### src/rtl/stream_arb_2to1.sv
// -----------------------------------------------------------------------------
// stream_arb_2to1
//
// Packet-aware round-robin arbiter for two 64-bit LArPix word streams. It sits
// directly upstream of the 2:1 data mux and drives that mux's SEL line. A grant
// is held until the granted source finishes its burst with LAST, or until it
// has stalled (VALID low) for TIMEOUT granted cycles. Words from the granted
// source pass through one registered output stage with a valid/ready handshake.
// Loading a new word while the held word drains is allowed, so the output can
// run at one word per cycle.
//
// Parameters
//   WIDTH      data word width
//   TIMEOUT    granted cycles with VALID low before the grant is revoked (1..65535)
//   CNT_WIDTH  width of the optional per-source accepted-word counters
//
// Ports
//   CLK, RST                      clock; asynchronous active-high reset
//   I0_DATA/VALID/LAST, I0_READY  source 0 stream
//   I1_DATA/VALID/LAST, I1_READY  source 1 stream
//   O_DATA/VALID/LAST, O_READY    forwarded stream (registered)
//   SEL                           current grant, 0 = I0, 1 = I1 (downstream mux select)
//   BUSY                          high while a source holds the grant
//   O_CNT0, O_CNT1                accepted-word counters (only with the macro below)
//
// Build option
//   STREAM_ARB_WORD_CNT_EN  adds O_CNT0/O_CNT1, wrapping counts of accepted words
//
// State table
//   state      | meaning
//   ST_IDLE    | no grant; both READYs low; picks the next source
//   ST_GRANT0  | source 0 owns the output register
//   ST_GRANT1  | source 1 owns the output register
// -----------------------------------------------------------------------------
module stream_arb_2to1 #(
    parameter int WIDTH     = 64,
    parameter int TIMEOUT   = 16,
    parameter int CNT_WIDTH = 32
) (
    input  logic             CLK,
    input  logic             RST,

    input  logic [WIDTH-1:0] I0_DATA,
    input  logic             I0_VALID,
    input  logic             I0_LAST,
    output logic             I0_READY,

    input  logic [WIDTH-1:0] I1_DATA,
    input  logic             I1_VALID,
    input  logic             I1_LAST,
    output logic             I1_READY,

    output logic [WIDTH-1:0] O_DATA,
    output logic             O_VALID,
    output logic             O_LAST,
    input  logic             O_READY,

    output logic             SEL,
    output logic             BUSY
`ifdef STREAM_ARB_WORD_CNT_EN
    ,
    output logic [CNT_WIDTH-1:0] O_CNT0,
    output logic [CNT_WIDTH-1:0] O_CNT1
`endif
);

    // Parameter sanity, evaluated at elaboration only.
    if (TIMEOUT < 1 || TIMEOUT > 65535) begin : g_bad_timeout
        $error("stream_arb_2to1: TIMEOUT must be in 1..65535");
    end
    if (CNT_WIDTH < 1) begin : g_bad_cnt_width
        $error("stream_arb_2to1: CNT_WIDTH must be at least 1");
    end

    typedef enum logic [1:0] {
        ST_IDLE   = 2'd0,
        ST_GRANT0 = 2'd1,
        ST_GRANT1 = 2'd2
    } state_t;

    // The stall counter revokes the grant on the cycle it would reach TIMEOUT.
    localparam logic [15:0] TO_LAST = 16'(TIMEOUT - 1);

    state_t           state_q, state_d;
    logic             sel_q, sel_d;
    logic             rr_q, rr_d;          // source served last: 0 = I0, 1 = I1
    logic [15:0]      to_cnt_q, to_cnt_d;
    logic             o_valid_q, o_valid_d;
    logic             o_last_q, o_last_d;
    logic [WIDTH-1:0] o_data_q, o_data_d;

    logic             out_free;
    logic             rdy0, rdy1;
    logic             acc0, acc1;

    // Next-state and handshake logic
    always_comb begin
        state_d  = state_q;
        sel_d    = sel_q;
        rr_d     = rr_q;
        to_cnt_d = to_cnt_q;
        rdy0     = 1'b0;
        rdy1     = 1'b0;
        acc0     = 1'b0;
        acc1     = 1'b0;

        // The output register can take a word if it is empty or draining now.
        out_free = !o_valid_q || O_READY;

        unique case (state_q)
            ST_IDLE: begin
                to_cnt_d = '0;
                if (I0_VALID && I1_VALID) begin
                    // Both requesting: favour the one not served last.
                    if (rr_q == 1'b0) begin
                        state_d = ST_GRANT1;
                        sel_d   = 1'b1;
                    end else begin
                        state_d = ST_GRANT0;
                        sel_d   = 1'b0;
                    end
                end else if (I0_VALID) begin
                    state_d = ST_GRANT0;
                    sel_d   = 1'b0;
                end else if (I1_VALID) begin
                    state_d = ST_GRANT1;
                    sel_d   = 1'b1;
                end
            end

            ST_GRANT0: begin
                rdy0 = out_free;
                acc0 = I0_VALID && rdy0;
                if (acc0) begin
                    to_cnt_d = '0;
                    if (I0_LAST) begin
                        state_d = ST_IDLE;
                        rr_d    = 1'b0;
                    end
                end else if (!I0_VALID) begin
                    if (to_cnt_q == TO_LAST) begin
                        state_d  = ST_IDLE;
                        rr_d     = 1'b0;
                        to_cnt_d = '0;
                    end else begin
                        to_cnt_d = to_cnt_q + 16'd1;
                    end
                end
            end

            ST_GRANT1: begin
                rdy1 = out_free;
                acc1 = I1_VALID && rdy1;
                if (acc1) begin
                    to_cnt_d = '0;
                    if (I1_LAST) begin
                        state_d = ST_IDLE;
                        rr_d    = 1'b1;
                    end
                end else if (!I1_VALID) begin
                    if (to_cnt_q == TO_LAST) begin
                        state_d  = ST_IDLE;
                        rr_d     = 1'b1;
                        to_cnt_d = '0;
                    end else begin
                        to_cnt_d = to_cnt_q + 16'd1;
                    end
                end
            end

            default: begin
                state_d  = ST_IDLE;
                to_cnt_d = '0;
            end
        endcase
    end

    // Output register next value; a load takes priority over a drain.
    always_comb begin
        o_valid_d = o_valid_q;
        o_last_d  = o_last_q;
        o_data_d  = o_data_q;
        if (acc0) begin
            o_valid_d = 1'b1;
            o_last_d  = I0_LAST;
            o_data_d  = I0_DATA;
        end else if (acc1) begin
            o_valid_d = 1'b1;
            o_last_d  = I1_LAST;
            o_data_d  = I1_DATA;
        end else if (O_READY) begin
            o_valid_d = 1'b0;
        end
    end

    always_ff @(posedge CLK or posedge RST) begin
        if (RST) begin
            state_q   <= ST_IDLE;
            sel_q     <= 1'b0;
            rr_q      <= 1'b0;
            to_cnt_q  <= '0;
            o_valid_q <= 1'b0;
            o_last_q  <= 1'b0;
            o_data_q  <= '0;
        end else begin
            state_q   <= state_d;
            sel_q     <= sel_d;
            rr_q      <= rr_d;
            to_cnt_q  <= to_cnt_d;
            o_valid_q <= o_valid_d;
            o_last_q  <= o_last_d;
            o_data_q  <= o_data_d;
        end
    end

`ifdef STREAM_ARB_WORD_CNT_EN
    logic [CNT_WIDTH-1:0] cnt0_q, cnt1_q;

    // Free-running counts; they wrap from all-ones back to zero.
    always_ff @(posedge CLK or posedge RST) begin
        if (RST) begin
            cnt0_q <= '0;
            cnt1_q <= '0;
        end else begin
            if (acc0) begin
                cnt0_q <= cnt0_q + CNT_WIDTH'(1);
            end
            if (acc1) begin
                cnt1_q <= cnt1_q + CNT_WIDTH'(1);
            end
        end
    end

    assign O_CNT0 = cnt0_q;
    assign O_CNT1 = cnt1_q;
`endif

    assign I0_READY = rdy0;
    assign I1_READY = rdy1;
    assign O_DATA   = o_data_q;
    assign O_VALID  = o_valid_q;
    assign O_LAST   = o_last_q;
    assign SEL      = sel_q;
    assign BUSY     = (state_q != ST_IDLE);

endmodule

### config.mk
export PLATFORM = sky130hd
export DESIGN_NAME = stream_arb_2to1
export DESIGN_NICKNAME = d
export VERILOG_FILES = /design/src/rtl/stream_arb_2to1.sv
export SDC_FILE = /design/constraint.sdc
export NUM_CORES = 1
export LEC_CHECK = 0
export CORE_MARGIN = 1
export CORE_UTILIZATION = 38
export DETAILED_ROUTE_END_ITERATION = 7
export PLACE_DENSITY = 0.78
export SYNTH_ARGS = -nofsm -noshare
export SYNTH_HDL_FRONTEND = slang
export SYNTH_SLANG_ARGS = --single-unit
### constraint.sdc
create_clock -name CLK -period 3.1 [get_ports CLK]
set_input_delay 0.62 -clock CLK [delete_from_list [all_inputs] [get_ports CLK]]
set_output_delay 0.62 -clock CLK [all_outputs]
set_load 0.02 [all_outputs]
==> impl_metrics.yaml, run 1 <==
setup_path:
  crit_path_start_kind: "input port"
  r2r_cells: 7
  worstSetupPathType: "in -> out"
  reg2reg_slack_ns: 0.74
  cp_top_family: "buffers and inverters"
  slowest_stage: "clkdlybuf4s50_1"
  worst-path-buf-inv: 2
  end_kind: "primary output"
  path_cells: "clkdlybuf4s50_1 -> nand2b_1 -> and2_1 -> clkdlybuf4s50_1"
  cp_num_cells: 4
  arrival_ns: 1.98
  crit_path_frequent_cell: "clkdlybuf4s50_1"
  critPathMaxFanout: 3
  slowest_delay_ns: 0.60
  crit_required_ns: 2.48
synthesis:
  yosysWarnings: 0
  ys_async_sr_fraction: 1.00
  ys_ff_latch: 86
  synth_flop_cell: "dfrtp_1"
  synth_top_area_cell: "dfrtp_1"
  synth_top_area_share: 0.501
  synthesis.area_um2: 4300
  synth_nets: 577
  synthDistinctLibCells: 42
  synth_area_leaders: "dfrtp_1 50%, mux2i_1 15%, o21ai_0 9.2%"
  syn_avg_cell_area_um2: 9.83
  ys_seq_area_frac: 0.501
  synth-edff-count: 0
  synthCells: 437
global_routing:
  grt_pass1_vias: 3866
  gr-usage-all-layers: 0.199
  antenna_found_initial: 0
  grt_pass1_wl_um: 18300
  overflow: 0
  grt_max_degree: 87
timing:
  drv_slew: 0
  tightest_slew_ns: 0.779
  tns_ns: 0
  setup_violations: 0
  fin_crit_sh: 0.840
  hold_viol_final: 0
  clock_skew_ns: 0.00941
  period_needed_ns: 2.60
  grt_setup_unrepaired: "no"
  max_freq_ghz: 0.384
  maxSlewHeadroom: 0.480
final_layout:
  drive_above_1_share: 0.0533
  syn_to_final_growth_pct: 57.7
  fillers: 913
  layout.cells.non_filler: 778
  final_util: 0.620
  layout.nets: 773
  layout_common_cells: "204 x clkdlybuf4s50_1, 86 x dfrtp_1, 81 x nand2_1"
  final_common_cell: "clkdlybuf4s50_1"
  num_antenna_cells: 0
place:
  io_buffers: 204
  dp_hpwl_um: 9080
  dpl.cell_count: 762
  place_congestion: 0.891
pwr:
  p_leak_nw: 2.76
  powerDensity_nw_per_um2: 826
  p_total_w: 0.00560
  ir_worst_vdd_v: 0.000605
clock_tree:
  post_cts_resize_count: 0
  cts_hold_buf: 0
  htree_num_levels: 3
  cts_buffers: 9
  clockBufferDepth: 2
  cts_setup_buffers: 0
  cts_tree: "yes"
  clkTransAtPathRegs_ns: 0.06
  cts_sinks: 86
  root_buffer: "clkbuf_16"
  clock_latency_ns: 0.33
floorplanning:
  dieArea_um2: 11700
  start_util: 0.393
  die_h_um: 108
  ios: 205
  coreArea_um2: 10900
  die_w_um: 108
  rows: 38
hold_path:
  hold_depth: 2
  hold_class: "reg -> reg"
drt:
  drt_wl_total_um: 11600
  drt_iter0_drc: 187
  vias_per_cell: 5.02
  vias: 3906
  drc: 0
  antenna_left: 0
  dr.pass1.iters: 4
  wire_per_inst_um: 15.0
job:
  drv_cap: 0
status:
  outcome: "complete, no violations"
==> final timing paths <==
| kind | start | endpoint |
|---|---|---|
| setup / recovery | O_READY | I0_READY |
| hold / removal | O_LAST | O_LAST |
| setup reg to reg | state_q[0] | to_cnt_q[13] |
| hold reg to reg | O_LAST | O_LAST |
| max in group asynchronous | RST | O_DATA[56] |
| min in group asynchronous | RST | O_DATA[16] |
==> sequential cells by signal (all words and copies together) (netlist names) <==
register / flops
O_VALID: 1
state_q: 2
rr_q: 1
SEL: 1
O_LAST: 1
O_DATA: 64
to_cnt_q: 16
==> synth_stat cells (2+ instances only) <==
| cell | number |
|---|---|
| clkbuf_1 | 13 |
| buf_2 | 3 |
| o21ai_0 | 79 |
| and2_1 | 2 |
| nor3_1 | 5 |
| o2bb2ai_1 | 2 |
| a32o_1 | 2 |
| or2_2 | 2 |
| nor4_2 | 2 |
| nand4_1 | 7 |
| and3_1 | 3 |
| or3_1 | 8 |
| mux2i_1 | 66 |
| nand2_1 | 81 |
| dfrtp_1 | 86 |
| a21o_1 | 4 |
| inv_1 | 14 |
| nor4_1 | 2 |
| nand3_1 | 6 |
| buf_4 | 7 |
| nor2_1 | 7 |
| a21oi_1 | 12 |
| ha_1 | 5 |
==> cell families after synthesis <==
| group | share of synthesized area |
|---|---|
| DFF | 0.501 |
| AOI/OAI and AO/OA | 0.141 |
| and+or+nand+nor | 0.144 |
| muxes | 0.154 |
| buffers and inverters | 0.0460 |
| adders and majority gates | 0.0146 |
==> stage by stage <==
| step | setup WS [ns] | instance area [µm²] | hold WS, ns |
|---|---|---|---|
| after floorplan | 0.258 | 4300 | 0.466 |
| after global placement | 0.494 | 6470 | 0.463 |
| after detailed placement | 0.389 | 6470 | 0.470 |
| after CTS | 0.490 | 6780 | 0.484 |
| after global routing | 0.437 | 6780 | 0.503 |
| final | 0.496 | 6780 | 0.477 |
==> worst register-to-register path: cells and delay by family, from the launching register on <==
| kind | cells | cell delay, ns |
|---|---|---|
| AOI/OAI and AO/OA | 2 | 0.41 |
| adders and majority gates | 1 | 0.27 |
| buffers and inverters | 1 | 0.08 |
| DFF | 1 | 0.41 |
| and+or+nand+nor | 3 | 1.10 |
==> final cells by class <==
| cell class | count | area [µm²] | share of cell area |
|---|---|---|---|
| clock buffers | 9 | 225 | 0.0332 |
| inverters | 14 | 53.8 | 0.00794 |
| flip-flops and latches | 86 | 2150 | 0.317 |
| multi-input cells | 311 | 1960 | 0.289 |
| clock inverters | 7 | 78.8 | 0.0116 |
| repair buffers | 211 | 2130 | 0.315 |
| well taps | 140 | 175 | 0.0258 |
==> power breakdown <==
group          switching [W]  internal, W  total, W
sequential          0.000232      0.00156   0.00179
combinational        0.00145      0.00128   0.00272
clock               0.000449     0.000634   0.00108
total                0.00213      0.00347   0.00560
==> metal layers <==
layer	GRT usage	part of all wire	vias to the layer above
li1	-	-	1921
met1	0.222	0.39	1830
met2	0.373	0.52	145
met3	0.0536	0.076	10
met4	0.0512	0.011	0
met5	0	0	-
No activity file was read; power rests on OpenSTA's default activity.
==> run 2: changes to the inputs <==
--- a/config.mk
+++ b/config.mk
@@ -6,9 +6,9 @@
 export NUM_CORES = 1
 export LEC_CHECK = 0
 export CORE_MARGIN = 1
-export CORE_UTILIZATION = 38
+export CORE_UTILIZATION = 37
 export DETAILED_ROUTE_END_ITERATION = 7
-export PLACE_DENSITY = 0.78
+export PLACE_DENSITY = 0.8
 export SYNTH_ARGS = -nofsm -noshare
 export SYNTH_HDL_FRONTEND = slang
 export SYNTH_SLANG_ARGS = --single-unit
==> constraint.sdc (replaced) <==
create_clock -name CLK -period 2.3 [get_ports CLK]
set_input_delay 0.46 -clock CLK [delete_from_list [all_inputs] [get_ports CLK]]
set_output_delay 0.46 -clock CLK [all_outputs]
set_load 0.02 [all_outputs]
==> run 2 against run 1 <==
Net effect:
- non-clock buffer count rose by 15
- combinational power grew 41%
- final cell count up 1.9%
- register-to-register slack lost 0.50 ns
- wire length is 4.9% higher
- global-route usage grew 0.28 points
- critical endpoint is now BUSY
- first-iteration DRC count is 19% lower
- sequential cell count did not move
- hold slack about the same
==> impl_metrics.yaml, run 2 (synthesis results as in run 1) <==
status:
  outcome: "complete, no violations"
final_layout:
  fillers: 895
  drive_above_1_share: 0.0750
  num_antenna_cells: 0
  layout.nets: 788
  layout.cells.non_filler: 793
  largest_register_ffs: 64
  final_common_cell: "clkdlybuf4s50_1"
  layout_common_cells: "202 x clkdlybuf4s50_1, 86 x dfrtp_1, 81 x nand2_1"
  syn_to_final_growth_pct: 60.3
clock_tree:
  htree_num_levels: 3
  clockBufferDepth: 2
  cts_sinks: 86
  cts_setup_buffers: 0
  clock_latency_ns: 0.33
  root_buffer: "clkbuf_16"
  cts_tree: "yes"
  clkTransAtPathRegs_ns: 0.06
  cts_buffers: 9
floorplanning:
  die_w_um: 110
  coreArea_um2: 11100
  ios: 205
  die_h_um: 110
  dieArea_um2: 12100
  start_util: 0.388
  rows: 38
drt:
  antenna_left: 0
  vias_per_cell: 5.03
  drt_wl_total_um: 12200
  wire_per_inst_um: 15.4
  dr.pass1.iters: 4
  drt_iter0_drc: 151
  vias: 3987
  drc: 0
setup_path:
  crit-reg2reg-launch: "state_q[0]"
  crit_start: "state_q[0]"
  crit_required_ns: 1.84
  arrival_ns: 1.73
  reg2reg_slack_ns: 0.24
  worstSetupPathType: "reg -> out"
  critPathMaxFanout: 4
  crit_path_start_kind: "flip-flop"
  crit_end: "BUSY"
  r2r_cells: 8
  end_kind: "primary output"
  r2r-end: "to_cnt_q[10]"
timing:
  hold_viol_final: 0
  tightest_slew_ns: 0.446
  period_needed_ns: 2.19
  fin_crit_sh: 0.954
  maxSlewHeadroom: 0.703
  clock_skew_ns: 0.00633
  hold_ws_ns: 0.477
  setup_violations: 0
  drv_slew: 0
  max_freq_ghz: 0.456
  grt_setup_unrepaired: "no"
place:
  place_congestion: 0.879
  dpl.cell_count: 777
  io_buffers: 204
  dp_hpwl_um: 9620
global_routing:
  antenna_found_initial: 0
  overflow: 0
  grt_max_degree: 87
  gr-usage-all-layers: 0.202
  grt_pass1_wl_um: 18700
  grt_pass1_vias: 3963
pwr:
  ir_worst_vdd_v: 0.000641
  powerDensity_nw_per_um2: 1100
  p_leak_nw: 2.82
job:
  drv_cap: 0
hold_path:
  hold_depth: 2
  hold_class: "reg -> reg"
run 2: changes by cell type in the layout (fill, tap and decap cells not counted):
cell / change
buf_12: +2
buf_4: +13
bufinv_16: -1
dlygate4sd2_1: +2
clkinv_4: -1
inv_6: -2
clkdlybuf4s50_1: -2
clkinvlp_4: +4
run 2: layout make-up:
| class | instances | area [µm²] | share of cell area |
|---|---|---|---|
| inverter | 14 | 56.3 | 0.00817 |
| sequential | 86 | 2150 | 0.312 |
| clock buffer | 9 | 225 | 0.0327 |
| multi-input combinational | 311 | 1960 | 0.285 |
| timing repair buffer | 226 | 2270 | 0.329 |
| clock inverter | 7 | 50.0 | 0.00727 |
| tap | 140 | 175 | 0.0254 |
run 2: how the worst min path moves through the flow:
| stage | startpoint | to | slack, ns |
|---|---|---|---|
| 2_1_floorplan | rr_q | rr_q | 0.47 |
| 4_1_cts | O_DATA[35] | O_DATA[35] | 0.48 |
| 3_3_place_gp | O_DATA[40] | O_DATA[40] | 0.46 |
| 5_1_grt | O_DATA[42] | O_DATA[42] | 0.50 |
| 6_report | O_DATA[39] | O_DATA[39] | 0.48 |
| 3_5_place_dp | O_DATA[40] | O_DATA[40] | 0.47 |
run 2: repair_timing:
action,in CTS,in global routing
setup endpoints to repair,2,0
resized for setup,2,0
hold buffers,0,0
run 2: through the flow:
step	total power, W	instance area (µm²)	TNS, ns	setup WS (ns)	utilization
3_3_place_gp	0.00619	6620	-0.0301	-0.0153	0.597
2_1_floorplan	0.00439	4300	0	0.450	-
6_report	0.00759	6890	0	0.105	0.622
4_1_cts	0.00768	6890	0	0.0932	0.622
3_5_place_dp	0.00634	6620	-0.0174	-0.00498	0.597
5_1_grt	0.00807	6890	0	0.0124	0.622
run 2: worst max-delay path, stage by stage (launching register included):
cell             delay, ns
dfrtp_1               0.40
inv_1                 0.08
ha_1                  0.24
inv_1                 0.09
clkdlybuf4s50_1       0.60
run 2: metal layers:
layer | global-route usage | vias to the layer above | part of all wire
li1 | - | 1953 | -
met1 | 0.225 | 1890 | 0.39
met2 | 0.385 | 129 | 0.52
met3 | 0.0373 | 15 | 0.071
met4 | 0.0657 | 0 | 0.016
met5 | 0 | - | 0
run 2: report_power, final:
group / switching [W] / leakage, nW / total (W) / internal, W
registers: 0.000319 / 1.09 / 0.00243 / 0.00211
clock network: 0.000590 / 0.128 / 0.00132 / 0.000732
logic: 0.00202 / 1.60 / 0.00384 / 0.00182
==> run 3: changes to the inputs <==
--- a/config.mk
+++ b/config.mk
@@ -5,6 +5,7 @@
 export SDC_FILE = /design/constraint.sdc
 export NUM_CORES = 1
 export LEC_CHECK = 0
+export CORE_ASPECT_RATIO = 1.1
 export CORE_MARGIN = 1
 export CORE_UTILIZATION = 37
 export DETAILED_ROUTE_END_ITERATION = 7
==> run 3 against run 2 <==
Net effect:
- utilization grew 0.88 points
- setup slack gained 0.13 ns
- clock skew grew 0.0074 ns
- register-to-register slack gained 0.09 ns
- global-route usage grew 0.11 points
- critical path type unchanged
- clock power grew 4%
- highest routed layer unchanged
- critical endpoint is now I0_READY
- first-iteration DRC count grew 28%
- final cell count grew 1.6%
- power grew 1.2%
==> impl_metrics.yaml, run 3 (synthesis results as in run 1) <==
final_layout:
  layout.nets: 794
  drive_above_1_share: 0.0850
  multiInputGateArea_um2: 1960
  final_common_cell: "clkdlybuf4s50_1"
  fillers: 916
  syn_to_final_growth_pct: 63.0
  seq_area_um2: 2150
  num_antenna_cells: 0
  final_area_um2: 7010
  layout_common_cells: "201 x clkdlybuf4s50_1, 86 x dfrtp_1, 81 x nand2_1"
  largest_register_ffs: 64
  layout.cells.non_filler: 806
global_routing:
  grt_pass1_wl_um: 19300
  grt_pass1_vias: 3896
  antenna_found_initial: 0
  grt_max_degree: 37
  gr-usage-all-layers: 0.203
  overflow: 0
setup_path:
  arrival_ns: 1.61
  crit_end: "I0_READY"
  crit_start: "state_q[1]"
  end_kind: "primary output"
  r2r_cells: 8
  worstSetupPathType: "reg -> out"
  crit_path_start_kind: "flip-flop"
  crit_required_ns: 1.84
  critPathMaxFanout: 6
  r2r-end: "to_cnt_q[10]"
  reg2reg_slack_ns: 0.33
  crit-reg2reg-launch: "state_q[1]"
clock_tree:
  clkTransAtPathRegs_ns: 0.07
  htree_num_levels: 3
  clock_latency_ns: 0.34
  cts_tree: "yes"
  root_buffer: "clkbuf_16"
  cts_setup_buffers: 0
  cts_sinks: 86
  clockBufferDepth: 2
  cts_hold_buf: 0
  cts_buffers: 9
job:
  drv_cap: 0
pwr:
  p_leak_nw: 2.88
  power_frac_comb: 0.505
  ir_worst_vdd_v: 0.000778
  p_switching_w: 0.00294
  intPower_w: 0.00474
  power.share.sequential: 0.316
  pwr-share-clk: 0.179
  netSwitchingFraction: 0.383
  powerDensity_nw_per_um2: 1100
floorplanning:
  start_util: 0.387
  coreArea_um2: 11100
  die_h_um: 115
  ios: 205
  die_w_um: 105
  dieArea_um2: 12100
  rows: 40
timing:
  max_freq_ghz: 0.483
  maxSlewHeadroom: 0.578
  period_needed_ns: 2.07
  clock_skew_ns: 0.0137
  tightest_slew_ns: 0.632
  hold_viol_final: 0
  tns_ns: 0
  setup_violations: 0
  drv_slew: 0
  setup_ws_ns: 0.231
  fin_crit_sh: 0.899
  grt_setup_unrepaired: "no"
drt:
  drt_wl_total_um: 12300
  vias: 3984
  dr.pass1.iters: 4
  wire_per_inst_um: 15.2
  vias_per_cell: 4.94
  antenna_left: 0
  drc: 0
  drt_iter0_drc: 194
status:
  outcome: "complete, no violations"
place:
  place_congestion: 0.919
  dp_hpwl_um: 9680
  dpl.cell_count: 790
  place_area_um2: 6720
  io_buffers: 204
  place_ws_ns: 0.0612
hold_path:
  hold_class: "reg -> reg"
  hold_depth: 2
-- run 3: per-stage QoR --
stage                     hold slack [ns]  power, W   util
after global placement              0.464   0.00625  0.605
final                               0.480   0.00768  0.631
after CTS                           0.485   0.00776  0.630
after floorplan                     0.466   0.00439      -
after detailed placement            0.470   0.00637  0.605
after global routing                0.498   0.00817  0.631
-- run 3: layout make-up --
type,instances,share of cell area
clock buffer,10,0.0341
clock inverter,6,0.00643
inverter,14,0.00804
multi-input combinational,311,0.280
sequential,86,0.307
tap,147,0.0263
timing repair buffer,232,0.338
-- run 3: repair_timing --
action,4_1_cts,5_1_grt
pin swaps,0,0
endpoints found under the setup margin,2,1
resized for setup,3,1
-- run 3: power by group through the flow --
| stage | combinational [W] | sequential (W) | clock [W] |
|---|---|---|---|
| finish | 0.00388 | 0.00243 | 0.00137 |
| detailed placement | 0.00392 | 0.00246 | 0 |
| CTS | 0.00393 | 0.00243 | 0.00140 |
| floorplan | 0.00129 | 0.00310 | 0 |
| global placement | 0.00383 | 0.00241 | 0 |
| global route | 0.00420 | 0.00249 | 0.00148 |
-- run 3: layer usage --
layer,GRT usage,vias to the layer above,part of all wire
li1,-,1964,-
met5,0,-,0
met2,0.377,141,0.51
met3,0.0561,11,0.070
met1,0.232,1868,0.41
met4,0.0507,0,0.0095
-- run 3: how the worst min path moves through the flow --
stage / from / to / slack (ns)
global placement: O_DATA[9] / O_DATA[9] / 0.46
global route: O_DATA[5] / O_DATA[5] / 0.50
finish: O_DATA[60] / O_DATA[60] / 0.48
CTS: O_DATA[47] / O_DATA[47] / 0.48
floorplan: rr_q / rr_q / 0.47
detailed placement: O_DATA[63] / O_DATA[63] / 0.47
-- run 3: worst max-delay path, cell delays in order, from the launching register on --
cell	delay, ns
dfrtp_1	0.42
inv_1	0.10
ha_1	0.26
and2_1	0.16
dlygate4sd2_1	0.33
==> patch 1, RTL diff (flow settings as in run 2) <==
Compare `to_cnt_q` against `TO_LAST` with >= in place of ==.
--- a/src/rtl/stream_arb_2to1.sv
+++ b/src/rtl/stream_arb_2to1.sv
@@ -158,7 +158,7 @@
                         rr_d    = 1'b1;
                     end
                 end else if (!I1_VALID) begin
-                    if (to_cnt_q == TO_LAST) begin
+                    if (to_cnt_q >= TO_LAST) begin
                         state_d  = ST_IDLE;
                         rr_d     = 1'b1;
                         to_cnt_d = '0;
Function: no difference found for any inputs over 10 cycles, from zero or initial values and one cycle with RST high; that may be too few to reach the edited logic, so the function may still have changed.
==> patch 1 against run 2 <==
- wire length shrank 5.6%
- maximum frequency shrank 0.59%
- utilization grew 0.075 points
- count of clock-buffer cells in the layout grew 1
- die area shrank 0.95%
- sequential cell count is the same
- clock power grew 7%
- synthesized area shrank 0.96%
- final area shrank 0.31%
- critical path depth is the same
- setup slack lost 0.013 ns
- power shrank 0.18%
- critical path type unchanged
- largest cell class unchanged
- largest power group unchanged
==> patch 1: results (changes against run 2) <==
layout cells sized above 1=0.0662 (-0.00888); Synth top cells by count=nand2_1, dfrtp_1, mux2i_1; vias in the first global route=3910 (-1.3%); Clock Pin Slew Worst Setup and Hold Paths=0.06 ns (about the same); DRT iter0 DRCs=158 (+4.6%); Tot GR Track Use=0.197 (-0.00471); global-route wire length before repair=18300 um (-1.8%); TritonCTS buffer count=9 (unchanged); Seq/Total Area, Yosys=0.506 (+0.00486); Max-slew headroom=0.625 (-0.0776); top post-synthesis cells by area=dfrtp_1, mux2i_1, nand2_1; # nets final=785 (-0.38%); FF-to-FF Start=to_cnt_q[10]; Routed Wire Length=11500 um (-5.6%); Setup crit start=state_q[0]; Hold EP=SEL; IO buf count=204 (unchanged); initial antenna violation count=0 (unchanged); cts repair resizes=3 (+1); CTS max path bufs=2 (unchanged); Placed Area=6580 um^2 (-0.55%); hold depth=2 (unchanged); status=completed; largest net degree at the start of global routing=63 (-28%); Worst path slowest cell=clkdlybuf4s50_1; Synth Area in XOR/XNOR=0.00412 (+0.00412); first-pass iteration count of the detailed router=4 (unchanged); FF-to-FF End=to_cnt_q[9]; mux share of post-synthesis cell area=0.148 (-0.00556); R2R depth=6 (-2); GPL Wtd Cong=0.895 (+1.8%); syn nets=577 (unchanged); min-delay src=SEL; flop2flop setup slack=0.28 ns (+0.04 ns); Hold WS=0.479 ns (+0.00212 ns); Post-Synth Adder-Cell Area=0.0118 (-0.00280); Crit path arrival time=1.75 ns (+0.02 ns); Synth Area in Compound Gates=0.136 (-0.00481); # Post-CTS Setup Buffers=0 (unchanged); Max Transition Viols Final=0 (unchanged); Clock Skew=0.00852 ns (+0.00219 ns); max reg flops=64 (unchanged); largest stage delay on the critical path=0.62 ns (+0.02 ns); Top Family by Delay on Critical Path=buffers and inverters; root buf cell=clkbuf_16; Synth cell types=42 (unchanged); static leakage=2.83 nW (+0.18%); routed vias/inst=4.94 (-1.7%); FFs w/ async S/R, synth=1.00 (unchanged); Worst Path Max Fanout=3 (-1); H-tree depth reported by CTS=3 (unchanged); diodes inserted=0 (unchanged); peak supply drop=0.558 mV (-13%); post-detail-place hpwl=9020 um (-6.2%); synth warn=0 (unchanged); Setup Slack @ Placement=-0.0205 ns (-0.0155 ns); worst skew pair latency=0.33 ns (about the same)
patch 1: cell count changes in the layout (fill, tap and decap cells not counted), moves of 4 or more:
cell	delta
a21oi_1	-6
nand2_1	+14
nand3_1	+8
nor3_1	-4
o21ai_0	-35
o21ai_1	+28
or3_1	-5
patch 1: worst reg2reg max path: stages, from the launching register on:
cell and delay, ns:
dfrtp_1 0.43, nor4_1 0.38, nand3_1 0.20, o2bb2ai_2 0.19
nand4_2 0.25, or3_1 0.42, o21ai_1 0.08
patch 1: logic make-up (layout without fill, tap and decap cells):
kind of cell | Yosys count | count (layout)
simple gates | 145 | 145
fa+ha+maj | 4 | 4
xor+xnor | 2 | 2
buf+inv | 38 | 250
flops | 86 | 86
compound gates | 100 | 100
mux | 63 | 63
patch 1: worst max-delay path by stage:
stage                        end  slack (ns)  cells past startpoint
global placement        I1_READY       -0.03                      4
finish                      BUSY        0.09                      4
CTS                         BUSY        0.08                      4
global route                BUSY        0.01                      4
floorplan           to_cnt_q[12]        0.50                      7
detailed placement   to_cnt_q[9]       -0.02                      8
patch 1: layer usage:
layer | GRT usage | share of wire | vias to the layer above
li1 | - | - | 1951
met1 | 0.240 | 0.40 | 1809
met2 | 0.345 | 0.51 | 138
met3 | 0.0526 | 0.076 | 7
met4 | 0.0533 | 0.0091 | 0
met5 | 0 | 0 | -
patch 1: layout make-up:
class,instances,area [um^2]
Fill cell,945,4160
Timing Repair Buffer,224,2260
Sequential cell,86,2150
Multi-Input combinational cell,314,1940
Clock buffer,10,229
Tap cell,140,175
Clock inverter,5,58.8
Inverter,11,45.0
patch 1: per-stage QoR:
step,setup TNS [ns],power [mW],instances
floorplan,0,4.36,438
global placement,-0.0538,6.12,775
detailed placement,-0.0313,6.23,775
CTS,0,7.67,790
global route,0,8.07,790
finish,0,7.57,790
patch 1: report_power, final:
| group | leakage (nW) | switching [mW] | internal, mW |
|---|---|---|---|
| Combinational | 1.59 | 1.96 | 1.79 |
| Clock | 0.135 | 0.573 | 0.838 |
| Sequential | 1.10 | 0.318 | 2.10 |
| Total | 2.83 | 2.85 | 4.72 |
==> patch 2, RTL diff (settings of run 2) <==
Without the edit above. Build with the macro `STREAM_ARB_WORD_CNT_EN` defined.
--- a/src/rtl/stream_arb_2to1.sv
+++ b/src/rtl/stream_arb_2to1.sv
@@ -32,6 +32,8 @@
 //   ST_GRANT0  | source 0 owns the output register
 //   ST_GRANT1  | source 1 owns the output register
 // -----------------------------------------------------------------------------
+`define STREAM_ARB_WORD_CNT_EN
+
 module stream_arb_2to1 #(
     parameter int WIDTH     = 64,
     parameter int TIMEOUT   = 16,
Behaviour (old outputs only; new: O_CNT0 and O_CNT1): unchanged (Yosys induction, for registers that start in step).
==> patch 2 against run 2 <==
- setup slack better by 0.0058 ns
- synthesized area up 68%
- final area up 61%
- maximum frequency up 0.27%
- via count up 52%
- power up 45%
- wire length up 56%
- sequential cell count up 64
- combinational power up 15%
- critical path type unchanged
- critical endpoint is now I0_READY
- highest routed layer unchanged
==> patch 2: results (changes against run 2) <==
status=completed; Synth cell types=58 (+38%); syn nets=822 (+42%); worst skew pair latency=0.41 ns (+0.08 ns); Routed Wire Length=19000 um (+56%); IO buf count=268 (+31%); DRT iter0 DRCs=300 (+99%); first-pass iteration count of the detailed router=7 (+3); Worst Path Max Fanout=6 (+2); GPL Wtd Cong=0.878 (about the same); Met3 Routed Length=1060 um (+22%); Hold WS=0.371 ns (-0.107 ns); global-route wire length before repair=31100 um (+67%); # nets final=1119 (+42%); H-tree depth reported by CTS=4 (+1); Tot GR Track Use=0.198 (-0.00445); TritonCTS buffer count=17 (+8); Synth top cells by count=dfrtp_1, nand2_1, mux2i_1; flop2flop setup slack=0.28 ns (+0.04 ns); post-detail-place hpwl=14700 um (+53%); met2 wire len=9450 um (+48%); FF-to-FF Start=state_q[1]; Cells after Synth=680 (+56%); Hold Path Class=primary input to asynchronous set/reset pin; vias in the first global route=6051 (+53%); Setup Slack @ Placement=-0.0737 ns (-0.0687 ns); placed cells=1218 (+57%); largest net degree at the start of global routing=72 (-17%); met3 GRT Util=0.0483 (+0.0109); routed vias/inst=4.85 (-3.6%); vias=6052 (+52%); M2 GR Usage=0.344 (-0.0405); Clock Skew=0.0127 ns (+0.00638 ns); peak supply drop=0.561 mV (-13%); FF-to-FF End=O_DATA[27]; Placed Area=10500 um^2 (+59%); Max-slew headroom=0.746 (+0.0434); static leakage=4.73 nW (+68%); Seq/Total Area, Yosys=0.519 (+0.0181); Metal-1 WL=8170 um (+71%); met1 Usage GRT=0.239 (+0.0137); top post-synthesis cells by area=dfrtp_1, mux2i_1, nand2_1
patch 2: worst max-delay path by stage:
stage | startpoint | end | slack [ns] | cells after the start
5_1_grt | state_q[1] | I0_READY | 0.02 | 5
2_1_floorplan | RST | O_CNT0[0] | -0.05 | 1
3_3_place_gp | I0_VALID | O_DATA[27] | 0.008 | 7
4_1_cts | state_q[1] | I0_READY | 0.09 | 5
6_report | state_q[1] | I0_READY | 0.11 | 5
3_5_place_dp | I0_VALID | O_DATA[27] | -0.07 | 7
patch 2: worst max-delay path, cell delays in order (launching register included):
cell             delay (ns)
dfrtp_1                0.42
inv_1                  0.11
ha_2                   0.25
inv_1                  0.10
nor2_1                 0.13
clkdlybuf4s15_1        0.31
patch 2: area by class of cell:
cell class	count	area, um^2
repair buffers	307	3100
well taps	260	325
clock buffers	20	467
inverters	13	52.6
multi-input cells	488	3270
clock inverters	11	146
fillers	1598	7840
flip-flops and latches	150	3750
patch 2: logic make-up (layout without fill, tap and decap cells):
logic type                 Yosys count  after routing  share of synthesized area
muxes                               67             67                     0.0930
adders and majority gates            7              7                     0.0121
buffers and inverters               42            351                     0.0304
DFF                                150            150                      0.519
xor gates and xnor gates            62             62                     0.0761
AOI/OAI and AO/OA                  101            101                     0.0825
and+or+nand+nor                    251            251                      0.187
patch 2: report_power, final:
group / leakage, nW / switching (mW) / total (mW) / internal [mW]
clock: 0.299 / 1.10 / 2.89 / 1.79
sequential: 1.97 / 0.414 / 3.72 / 3.30
combinational: 2.46 / 2.32 / 4.42 / 2.10
total: 4.73 / 3.83 / 11.0 / 7.19
patch 2: repair_timing:
item	4_1_cts	5_1_grt
endpoints found under the setup margin	3	1
gates resized for setup	5	1
gates cloned	0	0
